$ cat config.mk
export PLATFORM = sky130hd
export DESIGN_NAME = dcache_line_responder
export DESIGN_NICKNAME = d
export VERILOG_FILES = /design/src/rtl/dcache_line_responder_pkg.sv /design/src/rtl/dcache_line_responder_datapath.sv /design/src/rtl/dcache_line_responder.sv
export SDC_FILE = /design/constraint.sdc
export NUM_CORES = 1
export LEC_CHECK = 0
export CAP_MARGIN = 20
export CORE_MARGIN = 10
export CORE_UTILIZATION = 45
export CTS_BUF_LIST = sky130_fd_sc_hd__clkbuf_4
export DETAILED_ROUTE_END_ITERATION = 7
export PLACE_DENSITY = 0.69
export SYNTH_ARGS = -nofsm -noshare
export SYNTH_HDL_FRONTEND = slang
export SYNTH_HIERARCHICAL = 1
export SYNTH_SLANG_ARGS = --single-unit
$ cat constraint.sdc
create_clock -name clk -period 3.33 [get_ports clk]
set_input_delay 0.999 -clock clk [delete_from_list [all_inputs] [get_ports clk]]
set_output_delay 0.999 -clock clk [all_outputs]
set_load 0.02 [all_outputs]
$ cat src/rtl/dcache_line_responder_pkg.sv
// Shared types and constants for the single-line data cache responder.
//   state_e     : controller states (IDLE, HIT, WB, FILL, RESP)
//   LINE_W      : line width in bits (256)
//   BEAT_W      : memory beat width in bits (64)
//   TAG_W       : tag width in bits (27, address[31:5])
//   OFFSET_W    : byte offset width within a line (5)
//   merge_word  : byte-enable merge of a 32-bit store into an old word
package dcache_resp_types;

  localparam int LINE_W   = 256;
  localparam int BEAT_W   = 64;
  localparam int TAG_W    = 27;
  localparam int OFFSET_W = 5;
  localparam int WORD_W   = 32;

  typedef enum logic [2:0] {
    IDLE,
    HIT,
    WB,
    FILL,
    RESP
  } state_e;

  function automatic logic [WORD_W-1:0] merge_word(input logic [WORD_W-1:0] old_w,
                                                   input logic [WORD_W-1:0] new_w,
                                                   input logic [3:0]        mbe);
    logic [WORD_W-1:0] res;
    res = old_w;
    for (int i = 0; i < 4; i++) begin
      if (mbe[i]) res[8*i +: 8] = new_w[8*i +: 8];
    end
    return res;
  endfunction

endpackage

$ cat src/rtl/dcache_line_responder_datapath.sv
// Line storage for the responder: 256-bit line buffer, tag, valid and dirty
// bits, the 2-bit beat counter, the write-back beat mux, the fill beat demux
// and the store byte merge. All control comes from the FSM in the top.
//   clk, rst              : clock, asynchronous active-high reset
//   req_tag, word_sel     : address[31:5] and address[4:2] of the request
//   wdata, mbe            : store data and byte enables
//   pmem_rdata            : incoming fill beat
//   beat_adv              : advance the beat counter (one accepted beat)
//   fill_we               : write the current fill beat into the line
//   fill_done             : last fill beat; set valid, load tag, clear dirty
//   wb_done               : last write-back beat; clear dirty
//   store_we, set_dirty   : merge the store word, mark the line dirty
//   hit, dirty, last_beat : status back to the FSM
//   tag, rdata_word       : stored tag, selected load word
//   wb_beat               : line beat selected by the beat counter
module dcache_line_datapath
  import dcache_resp_types::*;
#(
  parameter int BURST_BEATS = 4
) (
  input  logic              clk,
  input  logic              rst,
  input  logic [TAG_W-1:0]  req_tag,
  input  logic [2:0]        word_sel,
  input  logic [WORD_W-1:0] wdata,
  input  logic [3:0]        mbe,
  input  logic [BEAT_W-1:0] pmem_rdata,
  input  logic              beat_adv,
  input  logic              fill_we,
  input  logic              fill_done,
  input  logic              wb_done,
  input  logic              store_we,
  input  logic              set_dirty,
  output logic              hit,
  output logic              dirty,
  output logic              last_beat,
  output logic [TAG_W-1:0]  tag,
  output logic [WORD_W-1:0] rdata_word,
  output logic [BEAT_W-1:0] wb_beat
);

  logic [LINE_W-1:0] line_q, line_d;
  logic [TAG_W-1:0]  tag_q, tag_d;
  logic              valid_q, valid_d;
  logic              dirty_q, dirty_d;
  logic [1:0]        beat_q, beat_d;

  // NOTE: every signal written here gets a default first, so no path through
  // the block leaves it unassigned and no latch is inferred.
  always_comb begin
    line_d  = line_q;
    tag_d   = tag_q;
    valid_d = valid_q;
    dirty_d = dirty_q;
    beat_d  = beat_q;

    if (fill_we)  line_d[{beat_q, 6'd0} +: BEAT_W] = pmem_rdata;
    if (store_we) line_d[{word_sel, 5'd0} +: WORD_W] =
                    merge_word(line_q[{word_sel, 5'd0} +: WORD_W], wdata, mbe);

    if (beat_adv) beat_d = beat_q + 2'd1;  // wraps to 0 after the last beat

    if (set_dirty) dirty_d = 1'b1;
    if (wb_done || fill_done) dirty_d = 1'b0;

    if (fill_done) begin
      valid_d = 1'b1;
      tag_d   = req_tag;
    end
  end

  // NOTE: sequential state uses non-blocking assignments so every flop
  // samples the pre-edge values regardless of statement order.
  always_ff @(posedge clk or posedge rst) begin
    if (rst) begin
      tag_q   <= '0;
      valid_q <= 1'b0;
      dirty_q <= 1'b0;
      beat_q  <= 2'd0;
    end else begin
      tag_q   <= tag_d;
      valid_q <= valid_d;
      dirty_q <= dirty_d;
      beat_q  <= beat_d;
    end
  end

  // NOTE: the line data itself has no reset; valid_q gates its use, and
  // leaving the wide array out of reset keeps it a plain register bank.
  always_ff @(posedge clk) begin
    line_q <= line_d;
  end

  assign hit        = valid_q && (tag_q == req_tag);
  assign dirty      = dirty_q;
  assign tag        = tag_q;
  assign last_beat  = (beat_q == 2'(BURST_BEATS - 1));
  assign rdata_word = line_q[{word_sel, 5'd0} +: WORD_W];
  assign wb_beat    = line_q[{beat_q, 6'd0} +: BEAT_W];

endmodule

$ cat src/rtl/dcache_line_responder.sv
// Single-line data cache responder: answers 32-bit CPU loads/stores from one
// 256-bit line and refills / writes back that line with 4-beat 64-bit bursts.
// Optional feature macro: DCACHE_LINE_WRITEBACK_EN
//   defined   : stores mark the line dirty; write-back only on eviction
//   undefined : write-through; every store writes the merged line back
//               before dcache_resp, dirty stays 0
// Ports:
//   clk, rst                        : clock, asynchronous active-high reset
//   dcache_read/write               : CPU request, held until dcache_resp
//   dcache_address/wdata/mbe        : byte address, store data, byte enables
//   dcache_resp, dcache_rdata       : completion pulse, load data
//   pmem_read/write, pmem_address   : burst request and line address
//   pmem_wdata, pmem_rdata          : write / read beat
//   pmem_resp                       : one pulse per beat
module dcache_line_responder
  import dcache_resp_types::*;
#(
  parameter int BURST_BEATS = 4  // only 4 is supported
) (
  input  logic        clk,
  input  logic        rst,
  input  logic        dcache_read,
  input  logic        dcache_write,
  input  logic [31:0] dcache_address,
  input  logic [31:0] dcache_wdata,
  input  logic [3:0]  dcache_mbe,
  output logic        dcache_resp,
  output logic [31:0] dcache_rdata,
  output logic        pmem_read,
  output logic        pmem_write,
  output logic [31:0] pmem_address,
  output logic [63:0] pmem_wdata,
  input  logic [63:0] pmem_rdata,
  input  logic        pmem_resp
);

  state_e state_q, state_d;
  logic   wr_q, wr_d;  // latched request type: 1 = store
  logic   wt_q, wt_d;  // write-through burst of the current store is done/underway

  logic              hit, dirty, last_beat;
  logic [TAG_W-1:0]  tag;
  logic [WORD_W-1:0] rdata_word;
  logic [BEAT_W-1:0] wb_beat;
  logic              beat_adv, fill_we, fill_done, wb_done, store_we, set_dirty;

  logic unused_addr_bits;
  assign unused_addr_bits = ^dcache_address[1:0];

  dcache_line_datapath #(
    .BURST_BEATS(BURST_BEATS)
  ) u_datapath (
    .clk        (clk),
    .rst        (rst),
    .req_tag    (dcache_address[31:OFFSET_W]),
    .word_sel   (dcache_address[4:2]),
    .wdata      (dcache_wdata),
    .mbe        (dcache_mbe),
    .pmem_rdata (pmem_rdata),
    .beat_adv   (beat_adv),
    .fill_we    (fill_we),
    .fill_done  (fill_done),
    .wb_done    (wb_done),
    .store_we   (store_we),
    .set_dirty  (set_dirty),
    .hit        (hit),
    .dirty      (dirty),
    .last_beat  (last_beat),
    .tag        (tag),
    .rdata_word (rdata_word),
    .wb_beat    (wb_beat)
  );

  always_ff @(posedge clk or posedge rst) begin
    if (rst) begin
      state_q <= IDLE;
      wr_q    <= 1'b0;
      wt_q    <= 1'b0;
    end else begin
      state_q <= state_d;
      wr_q    <= wr_d;
      wt_q    <= wt_d;
    end
  end

  always_comb begin
    state_d     = state_q;
    wr_d        = wr_q;
    wt_d        = wt_q;
    beat_adv    = 1'b0;
    fill_we     = 1'b0;
    fill_done   = 1'b0;
    wb_done     = 1'b0;
    store_we    = 1'b0;
    set_dirty   = 1'b0;
    dcache_resp = 1'b0;
    pmem_read   = 1'b0;
    pmem_write  = 1'b0;

    unique case (state_q)
      IDLE: begin
        wt_d = 1'b0;
        if (dcache_read || dcache_write) begin
          wr_d = dcache_write;  // read+write together is a store
          if (hit)        state_d = HIT;
          else if (dirty) state_d = WB;
          else            state_d = FILL;
        end
      end

      HIT, RESP: begin
`ifdef DCACHE_LINE_WRITEBACK_EN
        dcache_resp = 1'b1;
        store_we    = wr_q;
        set_dirty   = wr_q && (dcache_mbe != 4'd0);
        state_d     = IDLE;
`else
        // A store merges first, writes the line through, then returns here
        // with wt_q set to respond.
        if (wr_q && !wt_q) begin
          store_we = 1'b1;
          wt_d     = 1'b1;
          state_d  = WB;
        end else begin
          dcache_resp = 1'b1;
          state_d     = IDLE;
        end
`endif
      end

      WB: begin
        pmem_write = 1'b1;
        if (pmem_resp) begin
          beat_adv = 1'b1;
          if (last_beat) begin
            wb_done = 1'b1;
            state_d = wt_q ? RESP : FILL;
          end
        end
      end

      FILL: begin
        pmem_read = 1'b1;
        if (pmem_resp) begin
          beat_adv = 1'b1;
          fill_we  = 1'b1;
          if (last_beat) begin
            fill_done = 1'b1;
            state_d   = RESP;
          end
        end
      end

      default: state_d = IDLE;
    endcase
  end

  always_comb begin
    pmem_address = 32'd0;
    pmem_wdata   = 64'd0;
    dcache_rdata = 32'd0;
    if (state_q == WB) begin
      pmem_address = {tag, 5'd0};
      pmem_wdata   = wb_beat;
    end
    if (state_q == FILL) pmem_address = {dcache_address[31:OFFSET_W], 5'd0};
    if (state_q == HIT || state_q == RESP) dcache_rdata = rdata_word;
  end

endmodule
==> impl_metrics.ini, run 1 <==
[outcome]
status = finished, violations left
violations = setup timing

[timing]
timing.final.hold_violations = 0
postLayoutSetupSlackWorst_ns = -0.179
layout_worst_path_cycle_share_pct = 105
slew_violations = 0
final.min_clock_period_ns = 3.51
setup_viol = 84
timing.max_slew.rel_slack_pct = 53.3
fin_worst_skew_ns = 0.0500
fmax_mhz = 285
setup_repair_after_global_routing_missed_its_margin = true
worst-slew-pin-transition_ns = 0.698

[setup_path]
crit_arrival_ns = 2.51
critPathMostFrequentCell = buf_8
cp_num_buf_inv = 4
critical_path.startpoint = u_datapath/beat_q[0]
crit_path_end = pmem_wdata[20]
worstReg2RegEnd = u_datapath/line_q[148]
timing.critical_path.slowest_cell_delay_ns = 0.53
setup.worst_path.end_class = output port
reg2reg_setup_slack_ns = 0.46
slowest_stage = dfrtp_4
critical_path_class = reg2out
worst_ep_required_time_ns = 2.33
rr_startpoint = state_q[0]
critical_path_depth = 6
cpLargestDelayFamily = flip-flops
path_max_fanout = 5
timing.critical_path.cells = buf_8, buf_16, buf_8, mux4_2, and2_4, buf_6
rr_worst_depth = 9
crit_path_start_kind = flop

[floorplanning]
core-area_sq_um = 41100
floorplan_die_width_microns = 225
die_h_microns = 225
floorplan.rows = 74
start_util_pct = 45.9
die_area_sq_um = 50500
pin_count = 268

[layout]
stdcell_area_sq_um = 26000
final.fill_count = 3289
area_delta_synth_final_pct = 37.9
design.final.nets = 2506
layout-drive-gt1-share_pct = 37.7
final-instance-count-excl-fill = 2949

[route]
drt-pass1-iter-count = 6
detail_route.vias_per_cell = 6.76
drtIter0Drc = 2631
wl_per_cell_microns = 27.3
detail-route-antenna-nets = 0
wirelength_mm = 80.6
route.vias.total = 19900
drcViolationCount = 0

[synth]
yosys_most_used_dff = dfxtp_1
synth_cell_type_count = 59
synth-async-reset-ratio_pct = 12.3
synth-warning-count = 6
synth_area_leaders = dfxtp_1, mux4_2, a221oi_1
synth.avg_cell_area_sq_um = 9.92
seq_area_frac_synth_pct = 32.0
synth.most_common_cell = dfxtp_1
ys_seq_elements = 292
synth_top_area_share_pct = 27.2
ys_top_cells_by_count = dfxtp_1, nor2_1, a21oi_1
yosysTopAreaCell = dfxtp_1
synthesis.instances = 1901
synth.cell_area_sq_um = 18900
synth_edf_count = 0

[placement]
gp_congestion = 0.901
post_dp_cell_area_sq_um = 23500
placedCellCount = 2719
port_buffers = 260
detailed_place_hpwl_mm = 50.4
detailedPlace.worstSlack_ns = -0.668

[clocking]
clk_pin_slew_worst_paths_ns = 0.07
holdBufCountCts = 0
htree_levels = 3
cts_buffer_depth = 3
cts_tree = done
tritoncts.num_buffers = 81
cts.sinks = 292
cts.root.buffer_cell = clkbuf_4
clk_latency_ns = 0.81

[pwr]
totalPowerFinal_mw = 19.4
powerDensity_nw_per_um2 = 747
power.leakage_nw = 10.6
vdd.ir_drop.worst_uv = 642

[global_route]
grt_start_max_net_pins = 65
grt_pass1_vias = 20500
gr-total-overflow = 0
track_usage_pct = 30.5
antenna_found_initial = 3
grt_first_pass_wirelength_mm = 120

[hold_path]
worst_hold_path_type = in2async

[flow_run]
max_cap_violations = 0
layout by cell type (no fill, tap or decap), types with 5 or more instances in the layout:
master | netlist | layout
mux4_2 | 128 | 128
buf_16 | 0 | 12
a221oi_1 | 176 | 176
nor3_1 | 5 | 5
ha_1 | 11 | 11
buf_8 | 0 | 5
o22ai_1 | 128 | 128
inv_2 | 34 | 38
nor2_1 | 216 | 215
or3_1 | 17 | 17
a221oi_2 | 17 | 17
mux2_2 | 27 | 27
buf_12 | 0 | 58
and2_1 | 101 | 9
conb_1 | 1 | 6
nand2_1 | 41 | 37
buf_6 | 17 | 106
clkinv_1 | 0 | 17
mux2i_1 | 84 | 84
a31oi_1 | 6 | 6
a21oi_2 | 5 | 5
mux2i_4 | 36 | 37
xnor2_1 | 27 | 27
dlygate4sd2_1 | 0 | 27
nand4_1 | 9 | 9
dfxtp_1 | 256 | 256
buf_4 | 16 | 231
a21oi_1 | 180 | 180
clkbuf_4 | 0 | 116
and2_4 | 0 | 91
a211oi_1 | 32 | 32
inv_1 | 5 | 5
dfrtp_1 | 36 | 31
clkdlybuf4s50_1 | 0 | 131
and3_1 | 66 | 66
metrics by stage:
step / util, % / setup TNS, ns / hold slack [ns]
2_1_floorplan: - / -0.0499 / 0.436
3_5_place_dp: 57.1 / -87.04 / 0.466
4_1_cts: 61.6 / -10.35 / 0.423
6_report: 63.2 / -5.55 / 0.472
3_3_place_gp: 57.1 / -73.49 / 0.456
5_1_grt: 63.2 / -9.21 / 0.468
cell type report:
cell class	count	area [sq um]	area share [%]
repair buffers	581	6180	23.8
multi-input cells	1363	12000	46.0
inverters	39	149	0.573
clock buffers	116	871	3.35
flip-flops and latches	292	6030	23.2
well taps	532	666	2.56
diodes	2	5.00	0.0192
clock inverters	24	143	0.549
how the worst min path moves through the flow:
stage / from / end / slack, ns
final: rst / u_datapath/beat_q[0] / 0.47
after global routing: rst / u_datapath/beat_q[0] / 0.47
after CTS: rst / u_datapath/beat_q[0] / 0.42
after detailed placement: u_datapath/valid_q / u_datapath/valid_q / 0.47
after global placement: u_datapath/valid_q / u_datapath/valid_q / 0.46
after floorplan: u_datapath/valid_q / u_datapath/valid_q / 0.44
registers in the layout, indices dropped and copies added (netlist names):
register,flops
wt_q,1
u_datapath/dirty,1
state_q,3
u_datapath/beat_q,2
u_datapath/tag,27
wr_q,1
u_datapath/line_q,256
u_datapath/valid_q,1
worst reg2reg max path, delay by kind of cell, from the launching register on:
| kind | cells | cell delay, ns |
|---|---|---|
| XOR/XNOR | 1 | 0.17 |
| flip-flops | 1 | 0.46 |
| multiplexers | 1 | 0.22 |
| buffers and inverters | 3 | 0.62 |
| AND/OR/NAND/NOR | 4 | 1.31 |
power breakdown:
group | leakage (nW) | total, mW | internal, mW | switching [mW]
Sequential | 2.52 | 5.70 | 4.72 | 0.979
Combinational | 7.50 | 10.3 | 5.33 | 5.00
Clock | 0.610 | 3.39 | 1.75 | 1.65
Total | 10.6 | 19.4 | 11.8 | 7.63
cell families after synthesis:
group           Yosys count  share of synthesized area, %
fa+ha+maj                11                         0.730
other cells               1                        0.0199
compound gates          553                          20.6
mux                     277                          25.8
flops                   292                          32.0
buf+inv                 251                          6.36
xor+xnor                 29                          1.35
simple gates            487                          13.1
routing by layer:
layer	vias up	share of wire (%)	track usage, %
met3	407	14	8.95
li1	8323	-	-
met2	1718	45	47.9
met4	0	5.4	16.8
met5	-	0	0
met1	9501	35	37.1
repair_timing:
item,in CTS,in global routing
buffers inserted,47,34
setup endpoints to repair,126,106
gates cloned,14,2
pin swaps,3,8
gates resized for setup,562,208
(Power assumes the default switching activity.)
==> inputs of run 2 (changes only) <==
--- a/config.mk
+++ b/config.mk
@@ -10,6 +10,7 @@
 export CORE_UTILIZATION = 45
 export CTS_BUF_LIST = sky130_fd_sc_hd__clkbuf_4
 export DETAILED_ROUTE_END_ITERATION = 7
+export MAX_ROUTING_LAYER = met4
 export PLACE_DENSITY = 0.69
 export SYNTH_ARGS = -nofsm -noshare
 export SYNTH_HDL_FRONTEND = slang
==> run 2 against run 1 <==
Effect of this change: the flow still finishes with violations (setup timing); global-route usage grew 0.66 points; setup slack got worse by 0.057 ns; count of clock-buffer cells in the layout up 6; wire length down 1.1%; register-to-register slack worse by 0.03 ns; die area did not move; largest cell class unchanged.
==> impl_metrics.ini, run 2 (synthesis results as in run 1) <==
[outcome]
status = finished, violations left
violations = setup timing

[route]
drt-pass1-iter-count = 6
route.vias.total = 20000
drcViolationCount = 0
wl_per_cell_microns = 26.8
detail_route.vias_per_cell = 6.72
drtIter0Drc = 2740
detail-route-antenna-nets = 0
wirelength_mm = 79.7

[layout]
layout.area.seq_sq_um = 6030
layout.cells.most_common = dfxtp_1
largest_reg_flops = 256
regMostFlops = u_datapath/line_q
layout-drive-gt1-share_pct = 38.0
design.final.nets = 2523
final.fill_count = 3328
finish.utilization_pct = 63.3
area_delta_synth_final_pct = 37.9
multiInputGateArea_sq_um = 11900
layout_common_cells = dfxtp_1, buf_4, nor2_1, a21oi_1, a221oi_1

[timing]
setup_viol = 78
timing.final.hold_violations = 0
final.min_clock_period_ns = 3.57
fin_worst_skew_ns = 0.0565
setup_repair_after_global_routing_missed_its_margin = true
postLayoutSetupSlackWorst_ns = -0.236
slew_violations = 0
fin_tns_setup_ns = -8.35
worst-slew-pin-transition_ns = 0.789
layout_worst_path_cycle_share_pct = 107
fmax_mhz = 280
timing.max_slew.rel_slack_pct = 47.2

[setup_path]
critical_path_class = in2out
worst_ep_required_time_ns = 2.33
crit_arrival_ns = 2.57
worstReg2RegEnd = u_datapath/line_q[131]
rr_startpoint = state_q[0]
setup.worst_path.end_class = output port
crit_path_start_kind = primary input
critical_path.startpoint = dcache_address[3]
path_max_fanout = 7
rr_worst_depth = 8
reg2reg_setup_slack_ns = 0.43

[hold_path]
worstHoldEndpoint = u_datapath/valid_q
min_delay_path_depth = 1
worst_hold_path_type = reg2reg
origin_of_the_worst_min_delay_path = u_datapath/valid_q

[clocking]
clk_pin_slew_worst_paths_ns = 0.07
htree_levels = 3
cts_tree = done
cts.root.buffer_cell = clkbuf_4
cts.sinks = 292
tritoncts.num_buffers = 83
clk_latency_ns = 0.78
holdBufCountCts = 0
cts_buffer_depth = 3

[floorplanning]
core-area_sq_um = 41100
start_util_pct = 45.9
die_area_sq_um = 50500
floorplan.rows = 74
floorplan_die_width_microns = 225
pin_count = 268
die_h_microns = 225

[global_route]
gr-total-overflow = 0
grt_use_met2_pct = 46.9
grt_start_max_net_pins = 65
grt_use_met3_pct = 9.51
antenna_found_initial = 5
globalRoute.busiestLayer = met2
grt_util_met1_pct = 36.7
grt_pass1_vias = 20500
track_usage_pct = 31.2
grt_first_pass_wirelength_mm = 120

[placement]
port_buffers = 260
gp_congestion = 0.933
detailed_place_hpwl_mm = 51.1

[pwr]
vdd.ir_drop.worst_uv = 479
power.leakage_nw = 10.7
powerDensity_nw_per_um2 = 746
totalPowerFinal_mw = 19.4

[flow_run]
max_cap_violations = 0
-- run 2: where the power goes --
part	internal (mW)	leakage [nW]	switching (mW)	total [mW]
Clock	1.67	0.604	1.66	3.33
Sequential	4.72	2.52	0.989	5.71
Combinational	5.42	7.53	4.94	10.4
Total	11.8	10.7	7.59	19.4
-- run 2: layout make-up --
class	instances	area share, %
clock inverter	21	0.318
antenna	5	0.0481
multi-input combinational	1363	45.9
inverter	39	0.573
sequential	292	23.2
timing repair buffer	596	23.8
clock buffer	122	3.52
tap	532	2.56
-- run 2: per-stage QoR --
| stage | cell area [sq um] | hold slack, ns | instances | setup WS [ns] |
|---|---|---|---|---|
| floorplan | 18900 | 0.436 | 1906 | -0.0104 |
| global placement | 23500 | 0.455 | 2736 | -0.629 |
| detailed placement | 23500 | 0.458 | 2736 | -0.667 |
| CTS | 25500 | 0.459 | 2939 | -0.225 |
| global route | 26000 | 0.470 | 2970 | -0.252 |
| finish | 26000 | 0.484 | 2970 | -0.236 |
-- run 2: worst max path at each step --
stage | end | slack, ns | cells past startpoint
after global routing | dcache_rdata[22] | -0.25 | 9
final | dcache_rdata[22] | -0.24 | 9
after floorplan | dcache_rdata[7] | -0.01 | 6
after global placement | dcache_rdata[8] | -0.63 | 8
after detailed placement | dcache_rdata[7] | -0.67 | 8
after CTS | dcache_rdata[22] | -0.22 | 9
-- run 2: timing repair --
| item | CTS | global route |
|---|---|---|
| pin swaps | 6 | 5 |
| setup buffers | 50 | 27 |
| setup endpoints to repair | 126 | 97 |
| gates resized for setup | 637 | 103 |
| gates cloned | 11 | 1 |
-- run 2: worst max-delay path, stage by stage --
cell and delay (ns):
buf_12 0.11, buf_12 0.16, buf_12 0.13, buf_12 0.11
mux4_2 0.52, mux2i_4 0.17, inv_2 0.08, and2_4 0.14
buf_6 0.12
-- run 2: metal layers --
| metal | routed length (microns) | vias up |
|---|---|---|
| met4 | 4180 | 0 |
| met2 | 36100 | 1712 |
| li1 | - | 8361 |
| met1 | 28500 | 9511 |
| met3 | 11000 | 389 |
| met5 | 0 | - |
==> inputs of run 3 (changes only) <==
--- a/config.mk
+++ b/config.mk
@@ -9,7 +9,9 @@
 export CORE_MARGIN = 10
 export CORE_UTILIZATION = 45
 export CTS_BUF_LIST = sky130_fd_sc_hd__clkbuf_4
+export CTS_CLUSTER_DIAMETER = 80
 export DETAILED_ROUTE_END_ITERATION = 7
+export HOLD_SLACK_MARGIN = 0.08
 export MAX_ROUTING_LAYER = met4
 export PLACE_DENSITY = 0.69
 export SYNTH_ARGS = -nofsm -noshare
==> results of run 3 <==
Final layout, timing and power as in run 2 (identical DEF).
